--- src/rtl/guess_entry.sv ---
// rtl/guess_entry.sv - Four-digit guess entry buffer with keypad editing and ready/valid hand-off
// Collects BCD keys into a guess, flags rejected keys for one cycle, then offers the guess downstream.
module guess_entry #(
   parameter int ALLOW_DUP = 0
) (
   input  logic        clk,
   input  logic        rst,
   input  logic        digit_valid,
   input  logic [3:0]  digit,
   input  logic        backspace,
   input  logic        clear,
   input  logic        submit,
   input  logic        guess_ready,
   output logic [15:0] guess,
   output logic        guess_valid,
   output logic [2:0]  digit_count,
   output logic        err_pulse,
   output logic [1:0]  err_code,
   output logic [7:0]  attempt_cnt
);

   typedef enum logic [1:0] {ENTRY, FULL, PEND} state_t;

   localparam logic [1:0] ERR_BAD_DIGIT  = 2'd0;
   localparam logic [1:0] ERR_DUP        = 2'd1;
   localparam logic [1:0] ERR_FULL       = 2'd2;
   localparam logic [1:0] ERR_INCOMPLETE = 2'd3;

   state_t     state;
   logic       dup_hit;
   logic [1:0] bs_pos;

   // Position 0 is the first entered digit, held in the top nibble.
   function automatic logic [15:0] put_nibble(input logic [15:0] g, input logic [1:0] pos,
                                              input logic [3:0] val);
      logic [15:0] r;
      r = g;
      case (pos)
         2'd0:    r[15:12] = val;
         2'd1:    r[11:8]  = val;
         2'd2:    r[7:4]   = val;
         default: r[3:0]   = val;
      endcase
      return r;
   endfunction

   // Empty nibbles hold F, which a legal digit can never equal.
   always_comb begin
      dup_hit = 1'b0;
      for (int i = 0; i < 4; i++) begin
         if (guess[4*i +: 4] == digit) dup_hit = 1'b1;
      end
   end

   assign bs_pos = digit_count[1:0] - 2'd1;

   always_ff @(posedge clk) begin
      if (rst) begin
         state       <= ENTRY;
         guess       <= 16'hFFFF;
         guess_valid <= 1'b0;
         digit_count <= 3'd0;
         err_pulse   <= 1'b0;
         err_code    <= ERR_BAD_DIGIT;
         attempt_cnt <= 8'd0;
      end else begin
         err_pulse <= 1'b0;
         case (state)
            PEND: begin
               if (guess_ready) begin
                  state       <= ENTRY;
                  guess       <= 16'hFFFF;
                  guess_valid <= 1'b0;
                  digit_count <= 3'd0;
                  if (attempt_cnt != 8'hFF) attempt_cnt <= attempt_cnt + 8'd1;
               end
            end
            default: begin
               if (clear) begin
                  state       <= ENTRY;
                  guess       <= 16'hFFFF;
                  digit_count <= 3'd0;
               end else if (backspace) begin
                  if (digit_count != 3'd0) begin
                     guess       <= put_nibble(guess, bs_pos, 4'hF);
                     digit_count <= digit_count - 3'd1;
                     state       <= ENTRY;
                  end
               end else if (submit) begin
                  if (state == FULL) begin
                     state       <= PEND;
                     guess_valid <= 1'b1;
                  end else begin
                     err_pulse <= 1'b1;
                     err_code  <= ERR_INCOMPLETE;
                  end
               end else if (digit_valid) begin
                  if (digit > 4'd9) begin
                     err_pulse <= 1'b1;
                     err_code  <= ERR_BAD_DIGIT;
                  end else if (state == FULL) begin
                     err_pulse <= 1'b1;
                     err_code  <= ERR_FULL;
                  end else if (ALLOW_DUP == 0 && dup_hit) begin
                     err_pulse <= 1'b1;
                     err_code  <= ERR_DUP;
                  end else begin
                     guess       <= put_nibble(guess, digit_count[1:0], digit);
                     digit_count <= digit_count + 3'd1;
                     if (digit_count == 3'd3) state <= FULL;
                  end
               end
            end
         endcase
      end
   end

endmodule

--- config.mk ---
export PLATFORM = sky130hd
export DESIGN_NAME = guess_entry
export DESIGN_NICKNAME = d
export VERILOG_FILES = /design/src/rtl/guess_entry.sv
export SDC_FILE = /design/constraint.sdc
export NUM_CORES = 1
export LEC_CHECK = 0
export CORE_MARGIN = 2
export CORE_UTILIZATION = 35
export CTS_CLUSTER_SIZE = 20
export DETAILED_ROUTE_END_ITERATION = 10
export SYNTH_ARGS = -nofsm -noshare
export SYNTH_HDL_FRONTEND = slang
export SYNTH_SLANG_ARGS = --single-unit
--- constraint.sdc ---
create_clock -name clk -period 2.4 [get_ports clk]
set_input_delay 0.48 -clock clk [delete_from_list [all_inputs] [get_ports clk]]
set_output_delay 0.48 -clock clk [all_outputs]
set_load 0.1 [all_outputs]
==> flow_metrics.env, run 1 <==
export IMPL_critPathKind="input port to flop"
export IMPL_finClkSkew_ns=0.00432
export IMPL_route_detailed_drc=0
export IMPL_avgSynthCellArea_um2=9.04
export IMPL_powerDensity_nw_per_um2=570
export IMPL_ir_worst_vdd_mv=0.338
export IMPL_grt_use_met3_pct=4.42
export IMPL_regArea_um2=663
export IMPL_final_net_count=277
export IMPL_synthDistinctLibCells=44
export IMPL_place_ws_ns=-0.0885
export IMPL_grt_pass1_vias=1498
export IMPL_cts_sinks=33
export IMPL_grt_use_met2_pct=22.2
export IMPL_post_cts_setup_buffers=0
export IMPL_fin_util_pct=47.4
export IMPL_cts_root_buf="clkbuf_8"
export IMPL_wire_per_inst_um=13.0
export IMPL_place_congestion=0.760
export IMPL_area_growth_pct=29.2
export IMPL_total_power_mw=1.40
export IMPL_yosysWarnings=0
export IMPL_clock_latency_ns=0.28
export IMPL_start_util_pct=36.7
export IMPL_gr_max_usage_layer="met2"
export IMPL_fp_dieArea_um2=6030
export IMPL_syn_nets=226
export IMPL_grt_overflow=0
export IMPL_h_tree_depth=2
export IMPL_final_common_cell="buf_4"
export IMPL_setup_tns_ns=0
export IMPL_numCtsBuffers=5
export IMPL_rows=26
export IMPL_min_path_type="flop to flop"
export IMPL_final_max_slew_viol_count=0
export IMPL_tightest_slew_ns=0.459
export IMPL_diodes=0
export IMPL_async_reset_ff_share_pct=0
export IMPL_synthFlopType="dfxtp_1"
export IMPL_multiInputGateArea_um2=1150
export IMPL_drive_above_1_share_pct=25.3
export IMPL_io_pins=42
export IMPL_grt_pass1_wl_mm=7.32
export IMPL_fp_dieW_um=77.6
export IMPL_clk_pin_slew_ns=0.07
export IMPL_grt_usage_pct=15.1
export IMPL_cp_end_kind="flop"
export IMPL_seq_area_frac_synth_pct=34.8
export IMPL_syn_cell_area_um2=1900
export IMPL_synth_edff_count=0
export IMPL_dr_pass1_iters=4
export IMPL_fin_ws_ns=0.222
export IMPL_grt_start_max_net_pins=29
export IMPL_startpoint_type="input port"
export IMPL_slew_headroom_pct=69.4
export IMPL_io_buffers=41
export IMPL_nFillCells=521
export IMPL_grt_setup_unrepaired="no"
export IMPL_ctsLongestPathBuffers=2
export IMPL_postPlaceCellArea_um2=2360
export IMPL_synth_cells=210
export IMPL_avgViaCountPerCell=4.82
export IMPL_cp_data_arrival_time_ns=2.39
export IMPL_fin_cells=331
export IMPL_drtAntennaViolNets=0
export IMPL_dp_cells=324
export IMPL_first_iter_violations=53
export IMPL_ctsHoldBuffers=0
export IMPL_mostFrequentLayoutCells="44 x buf_4, 31 x dfxtp_1, 30 x nor2_1, 18 x xnor2_1, 15 x nand2_1"
export IMPL_timing_hold_violations_final=0
export IMPL_antenna_found_initial=0
export IMPL_fin_area_um2=2450
export IMPL_p_leak_nw=0.955
export IMPL_fin_hold_ws_ns=0.456
export IMPL_outcome="complete, no violations"
export IMPL_cp_max_fo=7
export IMPL_post_route_min_period_ns=2.18
export IMPL_core_area_um2=5170
export IMPL_fin_crit_sh_pct=90.7
export IMPL_critical_path_required_ns=2.61
export IMPL_ys_ff_latch=33
export IMPL_tritoncts="built"
export IMPL_met1_usage_pct=21.2
export IMPL_cap_violations=0
export IMPL_fmaxAchievable_mhz=459
export IMPL_cts_resized_gates=0
export IMPL_wl_mm=4.30
export IMPL_dp_hpwl_mm=3.26
export IMPL_die_height_um=77.6
export IMPL_vias=1594
export IMPL_setup_viol_count_final=0
[cells in the mapped netlist (3+ instances only)]
| master | instances | area share (%) |
|---|---|---|
| nor3_1 | 3 | 0.79 |
| xor2_1 | 4 | 1.8 |
| o21ai_0 | 9 | 2.4 |
| buf_4 | 4 | 1.6 |
| ha_1 | 4 | 2.6 |
| xnor2_1 | 18 | 8.3 |
| buf_2 | 3 | 0.79 |
| nand2b_1 | 4 | 1.3 |
| a21oi_1 | 7 | 1.8 |
| nor2_1 | 30 | 5.9 |
| inv_1 | 7 | 1.4 |
| mux2i_1 | 14 | 7.4 |
| nand4_1 | 8 | 2.6 |
| nand2_1 | 15 | 3.0 |
| dfxtp_1 | 33 | 35 |
| o22a_1 | 5 | 2.3 |
| clkbuf_1 | 3 | 0.59 |
| o21a_1 | 4 | 1.6 |
[per-layer routing]
layer,share of wire (%),vias to the layer above
met3,5.4,6
met4,1.2,0
met2,43,35
met5,0,-
li1,-,833
met1,51,720
[kinds of logic after synthesis]
group,share of synthesized area (%)
AOI/OAI and AO/OA,16.8
muxes,7.38
and+or+nand+nor,22.8
buffers and inverters,4.35
DFF,34.8
adders and majority gates,3.69
xor gates and xnor gates,10.2
[state kept, by name, summed over array words and instances (netlist names)]
| register | cells |
|---|---|
| attempt_cnt | 8 |
| digit_count | 3 |
| err_code | 2 |
| err_pulse | 1 |
| guess | 16 |
| guess_valid | 1 |
| state | 2 |
[worst max-delay path, stage by stage]
cell,delay [ns]
clkdlybuf4s50_1,0.58
xnor2_1,0.21
nand4_1,0.14
nand4_2,0.16
buf_4,0.18
nor4_1,0.39
a21oi_1,0.12
nor3_1,0.12
[path summary, 6_finish.rpt]
kind | from | end | slack, ns | cells after the start
hold reg to reg | err_code[1]$_SDFFE_PP0P_ | err_code[1]$_SDFFE_PP0P_ | 0.46 | 2
hold / removal | err_code[1]$_SDFFE_PP0P_ | err_code[1]$_SDFFE_PP0P_ | 0.46 | 2
setup / recovery | digit[3] | state[0]$_SDFFE_PP0P_ | 0.22 | 8
setup reg to reg | state[0]$_SDFFE_PP0P_ | guess[0]$_SDFFE_PP1P_ | 0.33 | 7
[power breakdown]
group          leakage (nW)  switching [mW]  internal, mW
combinational         0.643           0.243         0.141
sequential            0.269          0.0230         0.565
clock                0.0433           0.199         0.227
total                 0.955           0.465         0.932
[area by class of cell]
cell class                 instances  area share, %
inverter                           7           1.07
tap                               70           3.57
timing repair buffer              54           17.6
clock inverter                     1          0.306
sequential                        33           27.0
clock buffer                       6           3.37
multi-input combinational        160           47.1
Power figures use the tool's default switching activity.
==> inputs of run 2 (changes only) <==
CORE_UTILIZATION = 50   (was 35)
PLACE_DENSITY = 0.79   (was unset)
==> flow_metrics.env, run 2 (same netlist as run 1, synthesis figures left out) <==
export IMPL_clock_latency_ns=0.29
export IMPL_core_area_um2=3660
export IMPL_tritoncts="built"
export IMPL_fin_ws_ns=0.205
export IMPL_wl_mm=4.26
export IMPL_wire_per_inst_um=13.9
export IMPL_p_seq_share_pct=38.8
export IMPL_cp_end_kind="flop"
export IMPL_largest_reg_flops=16
export IMPL_start_util_pct=51.8
export IMPL_slowest_delay_ns=0.66
export IMPL_final_max_slew_viol_count=0
export IMPL_numCtsBuffers=5
export IMPL_clkPwrFrac_pct=36.2
export IMPL_grt_start_max_net_pins=29
export IMPL_fmaxAchievable_mhz=455
export IMPL_finClkSkew_ns=0.00534
export IMPL_hold_depth=2
export IMPL_total_power_mw=1.52
export IMPL_cap_violations=0
export IMPL_cts_resized_gates=0
export IMPL_r2r_start="state[0]$_SDFFE_PP0P_"
export IMPL_mostFrequentLayoutCells="41 x buf_4, 31 x dfxtp_1, 30 x nor2_1, 18 x xnor2_1, 15 x nand2_1"
export IMPL_nFillCells=310
export IMPL_critical_path_required_ns=2.58
export IMPL_drtAntennaViolNets=0
export IMPL_fp_dieArea_um2=4300
export IMPL_final_common_cell="buf_4"
export IMPL_p_leak_nw=0.953
export IMPL_io_buffers=41
export IMPL_slowest_stage="clkdlybuf4s50_1"
export IMPL_switching_share_pct=31.5
export IMPL_slew_headroom_pct=71.0
export IMPL_cp_startpoint="digit[3]"
export IMPL_place_ws_ns=-0.0595
export IMPL_die_height_um=65.6
export IMPL_area_growth_pct=28.1
export IMPL_grt_overflow=0
export IMPL_postPlaceCellArea_um2=2310
export IMPL_h_tree_depth=2
export IMPL_post_route_min_period_ns=2.20
export IMPL_dp_hpwl_mm=3.18
export IMPL_grt_pass1_wl_mm=7.20
export IMPL_antenna_found_initial=0
export IMPL_fin_area_um2=2430
export IMPL_powerDensity_nw_per_um2=623
export IMPL_power_switching_mw=0.477
export IMPL_p_int_mw=1.04
export IMPL_min_path_type="flop to flop"
export IMPL_top_regs="guess (16), attempt_cnt (8), digit_count (3)"
export IMPL_critPathKind="input port to flop"
export IMPL_grt_usage_pct=21.7
export IMPL_cts_sinks=33
export IMPL_ctsHoldBuffers=0
export IMPL_rrSetupSlack_ns=0.28
export IMPL_final_net_count=274
export IMPL_largest_register="guess"
export IMPL_first_iter_violations=90
export IMPL_cp_data_arrival_time_ns=2.38
export IMPL_worstReg2RegEnd="state[1]$_SDFFE_PP0P_"
export IMPL_grt_setup_unrepaired="no"
export IMPL_outcome="complete, no violations"
export IMPL_ir_worst_vdd_mv=0.418
export IMPL_startpoint_type="input port"
export IMPL_combPwrFrac_pct=25.0
export IMPL_diodes=0
export IMPL_place_congestion=0.820
export IMPL_cp_endpoint="guess[3]$_SDFFE_PP1P_"
export IMPL_cp_max_fo=7
export IMPL_post_cts_setup_buffers=0
export IMPL_tightest_slew_ns=0.430
export IMPL_route_detailed_drc=0
export IMPL_path_common_cell="nand4_1"
export IMPL_io_pins=42
export IMPL_worst_r2r_path_depth=8
export IMPL_ctsLongestPathBuffers=2
export IMPL_fp_dieW_um=65.6
export IMPL_cts_root_buf="clkbuf_8"
export IMPL_drive_above_1_share_pct=24.7
export IMPL_avgViaCountPerCell=5.33
export IMPL_rows=22
export IMPL_path_cells="clkdlybuf4s50_1 > xnor2_1 > nand4_1 > nand4_2 > nor3_1 > nand4_1 > o22a_1"
export IMPL_timing_hold_violations_final=0
export IMPL_setup_viol_count_final=0
export IMPL_clk_pin_slew_ns=0.07
export IMPL_dr_pass1_iters=4
export IMPL_fin_crit_sh_pct=91.5
export IMPL_grt_pass1_vias=1548
export IMPL_vias=1637
-- run 2: final cells by class --
type	instances	area [um2]	share of cell area, %
timing repair buffer	51	408	16.8
tap	48	60.1	2.47
multi-input combinational	160	1150	47.5
inverter	7	26.3	1.08
clock inverter	2	37.5	1.54
clock buffer	6	82.6	3.40
sequential	33	663	27.3
-- run 2: stage by stage --
stage | hold slack (ns) | std cells | utilization (%) | TNS [ns]
global placement | 0.442 | 299 | 63.2 | -0.0895
CTS | 0.454 | 307 | 66.4 | 0
floorplan | 0.515 | 210 | - | 0
global route | 0.471 | 307 | 66.4 | 0
detailed placement | 0.442 | 299 | 63.2 | -0.200
finish | 0.451 | 307 | 66.4 | 0
-- run 2: layer usage --
metal | GRT usage (%) | wire, um
met5 | 0 | 0
met4 | 6.25 | 54
met3 | 4.79 | 183
met2 | 36.7 | 2030
met1 | 27.6 | 1990
-- run 2: critical path: cells and delay by family --
family                    cells  cell delay, ns
and+or+nand+nor               4            0.86
buffers and inverters         1            0.66
AOI/OAI and AO/OA             1            0.24
xor gates and xnor gates      1            0.13
-- run 2: worst min path at each step --
stage / start / to / slack [ns]
finish: err_code[1]$_SDFFE_PP0P_ / err_code[1]$_SDFFE_PP0P_ / 0.45
global placement: err_code[1]$_SDFFE_PP0P_ / err_code[1]$_SDFFE_PP0P_ / 0.44
CTS: err_code[1]$_SDFFE_PP0P_ / err_code[1]$_SDFFE_PP0P_ / 0.45
detailed placement: err_code[1]$_SDFFE_PP0P_ / err_code[1]$_SDFFE_PP0P_ / 0.44
floorplan: state[0]$_SDFFE_PP0P_ / state[0]$_SDFFE_PP0P_ / 0.52
global route: err_code[1]$_SDFFE_PP0P_ / err_code[1]$_SDFFE_PP0P_ / 0.47
-- run 2: power by group through the flow --
stage | combinational [mW] | sequential, mW | clock, mW
2_1_floorplan | 0.183 | 0.703 | 0
3_3_place_gp | 0.376 | 0.600 | 0
3_5_place_dp | 0.377 | 0.601 | 0
4_1_cts | 0.380 | 0.588 | 0.560
5_1_grt | 0.404 | 0.591 | 0.588
6_report | 0.379 | 0.588 | 0.549
